<file path="src/rtl/msdf_to_bin.sv">
// MSDF digit-stream sink: accumulates signed digits MSD-first into plus/minus
// vectors, then converts to a two's-complement fixed-point result on an elastic port.
module msdf_to_bin #(
  parameter int W     = 8,
  parameter int CNT_W = 8
) (
  input  logic             clk,
  input  logic             rstn,
  input  logic [1:0]       dataInArray,
  input  logic             lastIn,
  input  logic             pValidArray,
  output logic             readyArray,
  output logic [W:0]       dataOutArray,
  output logic [CNT_W-1:0] digitCount,
  output logic             validArray,
  input  logic             nReadyArray
);

  localparam int IDX_W = $clog2(W + 1);

  typedef enum logic [1:0] {ACCUM, CONV, OUT} state_t;

  state_t           stateReg, stateNext;
  logic [W-1:0]     pReg, pNext;
  logic [W-1:0]     mReg, mNext;
  logic [IDX_W-1:0] idxReg, idxNext;
  logic [CNT_W-1:0] cntReg, cntNext;
  logic [W:0]       dataReg, dataNext;
  logic [CNT_W-1:0] countReg, countNext;
  logic             validReg, validNext;

  logic             inXfer;
  logic [W-1:0]     digitSel;

  // One-hot weight select; all-zero once the index reaches W, so surplus digits drop out.
  for (genvar gi = 0; gi < W; gi++) begin : gSel
    assign digitSel[gi] = (idxReg == IDX_W'(W - 1 - gi));
  end

  assign readyArray   = rstn && (stateReg == ACCUM);
  assign inXfer       = pValidArray && readyArray;
  assign dataOutArray = dataReg;
  assign digitCount   = countReg;
  assign validArray   = validReg;

  always_ff @(posedge clk or negedge rstn) begin
    if (!rstn) begin
      stateReg <= ACCUM;
      pReg     <= '0;
      mReg     <= '0;
      idxReg   <= '0;
      cntReg   <= '0;
      dataReg  <= '0;
      countReg <= '0;
      validReg <= 1'b0;
    end else begin
      stateReg <= stateNext;
      pReg     <= pNext;
      mReg     <= mNext;
      idxReg   <= idxNext;
      cntReg   <= cntNext;
      dataReg  <= dataNext;
      countReg <= countNext;
      validReg <= validNext;
    end
  end

  always_comb begin
    stateNext = stateReg;
    pNext     = pReg;
    mNext     = mReg;
    idxNext   = idxReg;
    cntNext   = cntReg;
    dataNext  = dataReg;
    countNext = countReg;
    validNext = validReg;

    case (stateReg)
      ACCUM: begin
        if (inXfer) begin
          pNext = pReg | (digitSel & {W{dataInArray[1]}});
          mNext = mReg | (digitSel & {W{dataInArray[0]}});
          if (idxReg != IDX_W'(W)) idxNext = idxReg + 1'b1;
          if (cntReg != {CNT_W{1'b1}}) cntNext = cntReg + 1'b1;
          if (lastIn) stateNext = CONV;
        end
      end
      CONV: begin
        dataNext  = {1'b0, pReg} - {1'b0, mReg};
        countNext = cntReg;
        validNext = 1'b1;
        pNext     = '0;
        mNext     = '0;
        idxNext   = '0;
        cntNext   = '0;
        stateNext = OUT;
      end
      OUT: begin
        if (nReadyArray) begin
          validNext = 1'b0;
          stateNext = ACCUM;
        end
      end
      default: stateNext = ACCUM;
    endcase
  end

endmodule

</file>
<file path="config.mk">
export PLATFORM = sky130hd
export DESIGN_NAME = msdf_to_bin
export DESIGN_NICKNAME = d
export VERILOG_FILES = /design/src/rtl/msdf_to_bin.sv
export SDC_FILE = /design/constraint.sdc
export NUM_CORES = 1
export LEC_CHECK = 0
export ABC_AREA = 1
export CORE_MARGIN = 3
export CORE_UTILIZATION = 51
export DETAILED_ROUTE_END_ITERATION = 6
export HOLD_SLACK_MARGIN = 0.1
export PLACE_DENSITY = 0.74
export SLEW_MARGIN = 25
export SYNTH_ARGS = -nofsm -noshare
export SYNTH_HDL_FRONTEND = slang
export SYNTH_SLANG_ARGS = --single-unit
</file>
<file path="constraint.sdc">
create_clock -name clk -period 1.5 [get_ports clk]
set_input_delay 0.45 -clock clk [delete_from_list [all_inputs] [get_ports clk]]
set_output_delay 0.45 -clock clk [all_outputs]
set_load 0.05 [all_outputs]
</file>
==> results.md, run 1 <==
* Netlist Area Pre-Place at 2550 um^2
* Placed wire-length estimate after detailed placement at ~3.6 mm
* Overall die area at 5880 um^2
* Hold WC Path Type: in2async
* Net count reported at finish at 377
* Max-capacitance violation count at 0
* Placer congestion estimate at just over 0.8
* Share of post-route cells with drive strength above 1 at about a quarter
* Port bufs at 25
* Post-Synthesis Mean Instance Area at ~8 um^2
* Count of endpoints failing hold in the final timing report at 0
* Critical path data required time at 1050 ps
* First-pass GRT wire length at a little over 9 mm
* Largest clock skew in the final design at between 2 and 2.5 ps
* CTS tree: done
* Sequential power share at between 20% and 30%
* Flops & latches, synth at 48
* Reg clk slew, reported paths at around 80 ps
* Post-synth net total at 330
* Synth cell types at 30
* Portion of the post-synthesis area used by sequential elements at between 40% and 50%
* Count of antenna-violating nets left after detailed routing at 0
* Num CTS Buffers at 5
* Internal power summed over all cells at between 4 and 5 mW
* Worst relative slew slack at between 50% and 60%
* Global routing usage summed across all routing layers at between 10% and 20%
* Core footprint at around 4800 um^2
* Slew Viols, Final at 0
* Die Ht at 76.7 um
* Residual DRC count at 0
* CP Launch Type: register
* Portion of total power attributed to the clock network at ~15%
* Setup ws final at -42.0 ps
* Vias in the first global route at between 2000 and 2500
* Switching component of the power at around 3 mW
* Largest vdd supply drop at ~0.96 mV
* Worst Setup End Kind: output pin
* Final Setup Violations at 2
* Number of flops mapped to enable cells by yosys at 0
* Most used flip-flop cell after synthesis: sky130_fd_sc_hd__dfrtp_1
* Number of inserted diodes at 0
* Peak fanout along the critical path at 2
* Initial core utilization at a little over half
* Overflow left after global routing at 0
* Number of levels in the clock H-tree at 2
* Root buffer cell: sky130_fd_sc_hd__clkbuf_8
* Max Freq at about 650 MHz
* Clock Sink Count at 48
* Top-area cell type share of the netlist area at a little under half
* Power Density at between 2000 and 2500 nW/um^2
* Transition time of the tightest slew-check pin at between 600 and 700 ps
* Average wire per cell in the routed design at around 13 um
* Vias per inst at approximately 5.0
* Run status: finished with violations
* Part of the cycle the worst path needs at 103%
* Total of fill cells in the finished design at 341
* Drt pass-1 iters at 5
* Number of top-level pins at 26
* WL final at approximately 5.5 mm
* Leading post-synthesis cells by cell area: sky130_fd_sc_hd__dfrtp_1 47%, sky130_fd_sc_hd__nand2_1 12%, sky130_fd_sc_hd__inv_1 6.5%, sky130_fd_sc_hd__ha_1 6.4%, sky130_fd_sc_hd__a21oi_1 3.9%
* Worst-case clock buffer depth at 2
* Setup repair after global routing missed its margin: true
* Number of buffers inserted by hold repair at cts at 0
* Standby leakage power at ~1.7 nW
* Failing checks: setup timing
* Cell accounting for the most synthesized area: sky130_fd_sc_hd__dfrtp_1
* Initial antenna violation count at 0
* Share of synthesized flip-flops with an asynchronous set or reset at 100%
* First DRT Iteration DRCs at roughly 120
* Min Tclk post-route at between 1500 and 2000 ps
* Part of the total power dissipated in combinational logic at 55.4%
* Warnings from Yosys at 0
* Layout-stage area growth over the synthesis result at 35.6%
* Skew-Pair Late Insertion Delay at ~300 ps
* Width of the die at ~77 um
* Total chip power at around 7.1 mW
* Worst Hold Slack at around 300 ps
* Switching Share at a little over two fifths
* Gate Count Post-Synth at 309
* # rows at 25
* Critical path data arrival time at 1090 ps
* DR vias at ~2100
* Maximum number of pins on one net before global-route repair at 49
* Startpoint-to-endpoint class of the critical path: reg2out
[sequential cells by signal, summed over array words and instances (netlist names)]
register	cells
dataOutArray	9
cntReg	8
digitCount	8
mReg	8
pReg	8
idxReg	4
stateReg	2
validArray	1
[path summary, 6_finish.rpt]
path | from | end | slack (ps) | depth (start not counted)
worst max-delay path | stateReg[0]$_DFFE_PN0P_ | readyArray | -40 | 4
worst min-delay path | rstn | dataOutArray[5]$_DFFE_PN0P_ | 310 | 2
worst max register to register | mReg[0]$_DFFE_PN0P_ | dataOutArray[8]$_DFFE_PN0P_ | -30 | 8
worst min register to register | pReg[7]$_DFFE_PN0P_ | pReg[7]$_DFFE_PN0P_ | 510 | 2
max in group asynchronous | rstn | mReg[0]$_DFFE_PN0P_ | 790 | 2
min in group clk | pReg[7]$_DFFE_PN0P_ | pReg[7]$_DFFE_PN0P_ | 510 | 2
[Yosys cell counts (2+ instances only)]
cell type,n
sky130_fd_sc_hd__a21oi_1,20
sky130_fd_sc_hd__buf_2,5
sky130_fd_sc_hd__dfrtp_1,48
sky130_fd_sc_hd__ha_1,13
sky130_fd_sc_hd__inv_1,44
sky130_fd_sc_hd__inv_2,2
sky130_fd_sc_hd__nand2_1,79
sky130_fd_sc_hd__nand2_2,3
sky130_fd_sc_hd__nand2_4,3
sky130_fd_sc_hd__nand3_1,17
sky130_fd_sc_hd__nor2_1,26
sky130_fd_sc_hd__nor2_4,5
sky130_fd_sc_hd__nor3_1,2
sky130_fd_sc_hd__o21ai_0,17
sky130_fd_sc_hd__o21ai_1,3
sky130_fd_sc_hd__o21ai_2,2
sky130_fd_sc_hd__or2_2,2
sky130_fd_sc_hd__xor2_1,6
[cell type report]
class                           count  area, um^2  area share (%)
Sequential cell                    48        1200            34.8
Multi-Input combinational cell    208        1270            36.7
Clock inverter                      2        60.1            1.74
Timing Repair Buffer               46         593            17.2
Inverter                           47         180            5.22
Tap cell                           67        83.8            2.43
Clock buffer                        5        68.8            1.99
[worst max-delay path, cell delays in order, from the launching register on]
cell and delay (ps):
sky130_fd_sc_hd__dfrtp_1 400, sky130_fd_sc_hd__clkinv_2 80, sky130_fd_sc_hd__nand2_4 60, sky130_fd_sc_hd__nor2_4 110
sky130_fd_sc_hd__buf_12 150
[layout by cell type, fill, tap and decap left out, drive strengths merged, types with 2 or more instances in the layout]
master / netlist / final
nor3: 3 / 3
inv: 46 / 46
ha: 13 / 13
clkbuf: 0 / 5
or2: 2 / 2
nand2: 85 / 85
xor2: 6 / 6
nor2: 32 / 32
nand3: 18 / 18
a21oi: 20 / 20
bufinv: 0 / 2
clkdlybuf4s50: 0 / 5
o21ai: 22 / 22
dfrtp: 48 / 48
buf: 6 / 41
[kinds of logic (layout without fill, tap and decap cells)]
logic type                 after synthesis  after routing  share of synthesized area [%]
xor gates and xnor gates                 7              7                           2.41
and+or+nand+nor                        144            144                           26.3
adders and majority gates               14             14                           7.17
buffers and inverters                   53            100                           8.11
AOI/OAI and AO/OA                       43             43                           8.80
DFF                                     48             48                           47.2
[repair_timing]
action                                  4_1_cts  5_1_grt
endpoints found under the setup margin        8       20
pin swaps                                     3        9
resized for setup                             4       28
buffers inserted                              6        5
[per-layer routing]
layer,share of wire [%],wire length [um],vias up,track usage [%]
met3,3.5,193,14,3.52
met5,0,0,-,0
li1,-,-,1057,-
met4,2.6,144,0,8.51
met2,49,2680,54,31.5
met1,45,2500,1004,24.3
[per-stage QoR]
step | util [%] | instances | area (um^2) | setup WS [ps] | setup TNS, ps
after floorplan | - | 309 | 2550 | 63.9 | 0
after global placement | 65.0 | 405 | 3110 | -199 | -3260
after detailed placement | 65.0 | 405 | 3110 | -258 | -3910
after CTS | 69.0 | 418 | 3300 | -67.4 | -67.4
after global routing | 72.2 | 423 | 3450 | -116 | -478
final | 72.2 | 423 | 3450 | -42.0 | -72.3
[power groups by stage]
stage | registers, mW | clock network (mW) | logic [mW]
after detailed placement | 2.07 | 0 | 3.37
after CTS | 2.04 | 1.10 | 3.47
final | 2.07 | 1.08 | 3.92
after global placement | 2.05 | 0 | 3.29
after global routing | 2.12 | 1.14 | 4.27
after floorplan | 2.51 | 0 | 1.64
Power figures use the tool's default switching activity.
==> inputs of run 2 (changes only) <==
CORE_UTILIZATION = 57   (was 51)
DONT_BUFFER_PORTS = 1   (was not set)
PLACE_DENSITY = 0.73   (was 0.74)
==> run 2 against run 1 <==
  * Largest power group is now registers
  * Highest routed layer unchanged
  * Critical endpoint unchanged
  * Global-route usage increased by 1.7 points
  * The flow finishes with violations (hold timing, setup timing)
  * Register-to-register slack gained 40 ps
  * Final cell count shrank 11%
  * Largest cell class unchanged
==> results.md, run 2 (synthesis results as in run 1) <==
* Skew-Pair Late Insertion Delay at 310 ps (was 300 ps)
* Initial core utilization at 61.4% (was 53.2%)
* Number of top-level pins at 26 (unchanged)
* Net count reported at finish at 348 (was 377)
* Master of the slowest instance on the critical path: sky130_fd_sc_hd__dfrtp_1 (unchanged)
* Width of the die at 72.8 um (was 76.7 um)
* Core footprint at 4140 um^2 (was 4790 um^2)
* Placer congestion estimate at 0.827 (was 0.820)
* Port bufs at 0 (was 25)
* Slew Viols, Final at 0 (unchanged)
* Overflow left after global routing at 0 (unchanged)
* Reg clk slew, reported paths at 90 ps (was 80 ps)
* Root buffer cell: sky130_fd_sc_hd__clkbuf_8 (unchanged)
* Placed wire-length estimate after detailed placement at 3.21 mm (was 3.56 mm)
* Commonest cells after routing, fill and taps aside: 78 x sky130_fd_sc_hd__nand2_1, 48 x sky130_fd_sc_hd__dfrtp_1, 41 x sky130_fd_sc_hd__inv_1 (was 77 x sky130_fd_sc_hd__nand2_1, 48 x sky130_fd_sc_hd__dfrtp_1, 40 x sky130_fd_sc_hd__inv_1)
* Worst slack, placed at -33.4 ps (was -258 ps)
* Multi-input gate area at 1240 um^2 (was 1270 um^2)
* Worst-case clock buffer depth at 2 (unchanged)
* Min Tclk post-route at 1560 ps (was 1540 ps)
* First-pass GRT wire length at 8.59 mm (was 9.05 mm)
* Worst Hold Slack at -178 ps (was 307 ps)
* WL final at 5.12 mm (was 5.52 mm)
* Largest vdd supply drop at 0.943 mV (was 0.962 mV)
* Most common library cell in the layout ignoring fill and taps: sky130_fd_sc_hd__nand2_1 (unchanged)
* Number of inserted diodes at 0 (unchanged)
* First DRT Iteration DRCs at 115 (was 124)
* Share of post-route cells with drive strength above 1 at 19.2% (was 25.3%)
* Hold WC Path Type: in2async (unchanged)
* Count of antenna-violating nets left after detailed routing at 0 (unchanged)
* Max-capacitance violation count at 0 (unchanged)
* Average wire per cell in the routed design at 13.6 um (was 13.0 um)
* Die Ht at 72.8 um (was 76.7 um)
* Post-route cell area at 2930 um^2 (was 3450 um^2)
* Final Setup Violations at 1 (was 2)
* Initial antenna violation count at 0 (unchanged)
* Beginning of the worst register-to-register path: mReg[0]$_DFFE_PN0P_ (unchanged)
* Drt pass-1 iters at 4 (was 5)
* Standby leakage power at 1.48 nW (was 1.70 nW)
* Failing checks: hold timing, setup timing (was setup timing)
* Total of fill cells in the finished design at 318 (was 341)
* Worst relative slew slack at 66.7% (was 59.9%)
* Power Density at 2010 nW/um^2 (was 2050 nW/um^2)
* Cells traversed along the worst timing path: clkinv_2, nand2_4, nor2_4, buf_12 (unchanged)
* Residual DRC count at 0 (unchanged)
* Clock Sink Count at 48 (unchanged)
* Run status: finished with violations (unchanged)
* Transition time of the tightest slew-check pin at 499 ps (was 602 ps)
* Startpoint-to-endpoint class of the critical path: reg2out (unchanged)
* Max stage delay on crit path at 410 ps (was 400 ps)
* Num CTS Buffers at 5 (unchanged)
* Part of the cycle the worst path needs at 104% (was 103%)
* Critical R2R Capture: dataOutArray[8]$_DFFE_PN0P_ (unchanged)
* Depth of the most critical reg-to-reg path at 8 (unchanged)
* DR vias at 1996 (was 2129)
* Crit path launch: stateReg[0]$_DFFE_PN0P_ (unchanged)
* Global routing usage summed across all routing layers at 20.8% (was 19.0%)
* R2R Setup Slk at 10 ps (was -30 ps)
* Setup ws final at -57.6 ps (was -42.0 ps)
* Total cell area at the placement stage at 2640 um^2 (was 3110 um^2)
* Vias in the first global route at 1872 (was 2051)
* Number of levels in the clock H-tree at 2 (unchanged)
* CTS tree: done (unchanged)
* Layout-stage area growth over the synthesis result at 15.1% (was 35.6%)
* Largest clock skew in the final design at 6.88 ps (was 2.24 ps)
* Peak fanout along the critical path at 3 (was 2)
* Maximum number of pins on one net before global-route repair at 50 (was 49)
* Critical path data required time at 1050 ps (about the same)
* # rows at 23 (was 25)
* Count of endpoints failing hold in the final timing report at 48 (was 0)
* CP Launch Type: register (unchanged)
* Setup repair after global routing missed its margin: true (unchanged)
* Max FFs per register at 9 (unchanged)
* Worst Setup End Kind: output pin (unchanged)
* Vias per inst at 5.28 (was 5.03)
* Overall die area at 5300 um^2 (was 5880 um^2)
* Sequential Area at 1200 um^2 (unchanged)
* Max Freq at 642 MHz (was 649 MHz)
* Critical path data arrival time at 1110 ps (was 1090 ps)
==> run 2: changes by cell type in the layout (fill, tap and decap cells not counted), sizes merged <==
cell | previous run | this run
clkdlybuf4s50 | 5 | 0
buf | 41 | 17
clkbuf | 5 | 6
bufinv | 2 | 0
clkinv | 1 | 3
==> run 2: timing repair <==
item                                    in CTS  in global routing
endpoints found under the setup margin       4                 25
resized for setup                            3                 26
setup buffers                                5                  8
hold endpoints to repair                    48                 48
pin swaps                                    2                 12
==> run 2: final cells by class <==
class / count / area share (%)
Multi-Input combinational cell: 208 / 42.3
Clock inverter: 2 / 0.342
Timing Repair Buffer: 17 / 5.21
Inverter: 47 / 6.23
Sequential cell: 48 / 41.0
Tap cell: 50 / 2.13
Clock buffer: 6 / 2.82
==> run 2: worst max path at each step <==
stage	to	slack, ps	depth (start not counted)
floorplan	dataOutArray[4]$_DFFE_PN0P_	60	6
global route	readyArray	-120	4
CTS	readyArray	-70	4
global placement	dataOutArray[4]$_DFFE_PN0P_	10	6
finish	readyArray	-60	4
detailed placement	dataOutArray[8]$_DFFE_PN0P_	-30	8
==> run 2: worst max-delay path, delay by kind of cell (launching register included) <==
family	cells	cell delay (ps)
simple gates	2	160
buf+inv	2	230
flops	1	410
==> run 2: through the flow <==
step	power (mW)	utilization (%)	TNS [ps]	std cells	hold slack [ps]
5_1_grt	6.38	70.7	-661	378	-197
2_1_floorplan	4.15	-	0	309	154
3_3_place_gp	4.53	63.6	0	357	156
6_report	5.89	70.7	-57.6	378	-178
3_5_place_dp	4.60	63.6	-72.5	357	156
4_1_cts	5.44	66.8	-73.3	370	-182
==> run 2: where the power goes <==
part / leakage (nW) / internal, mW / switching, mW
Combinational: 0.795 / 1.07 / 1.44
Clock: 0.0510 / 0.368 / 0.435
Sequential: 0.634 / 1.69 / 0.878
Total: 1.48 / 3.13 / 2.76
==> run 2: metal layers <==
metal / wire (um) / track usage (%) / up-vias
li1: - / - / 1007
met1: 2450 / 28.3 / 947
met2: 2430 / 32.9 / 37
met3: 191 / 5.23 / 5
met4: 57 / 6.15 / 0
met5: 0 / 0 / -
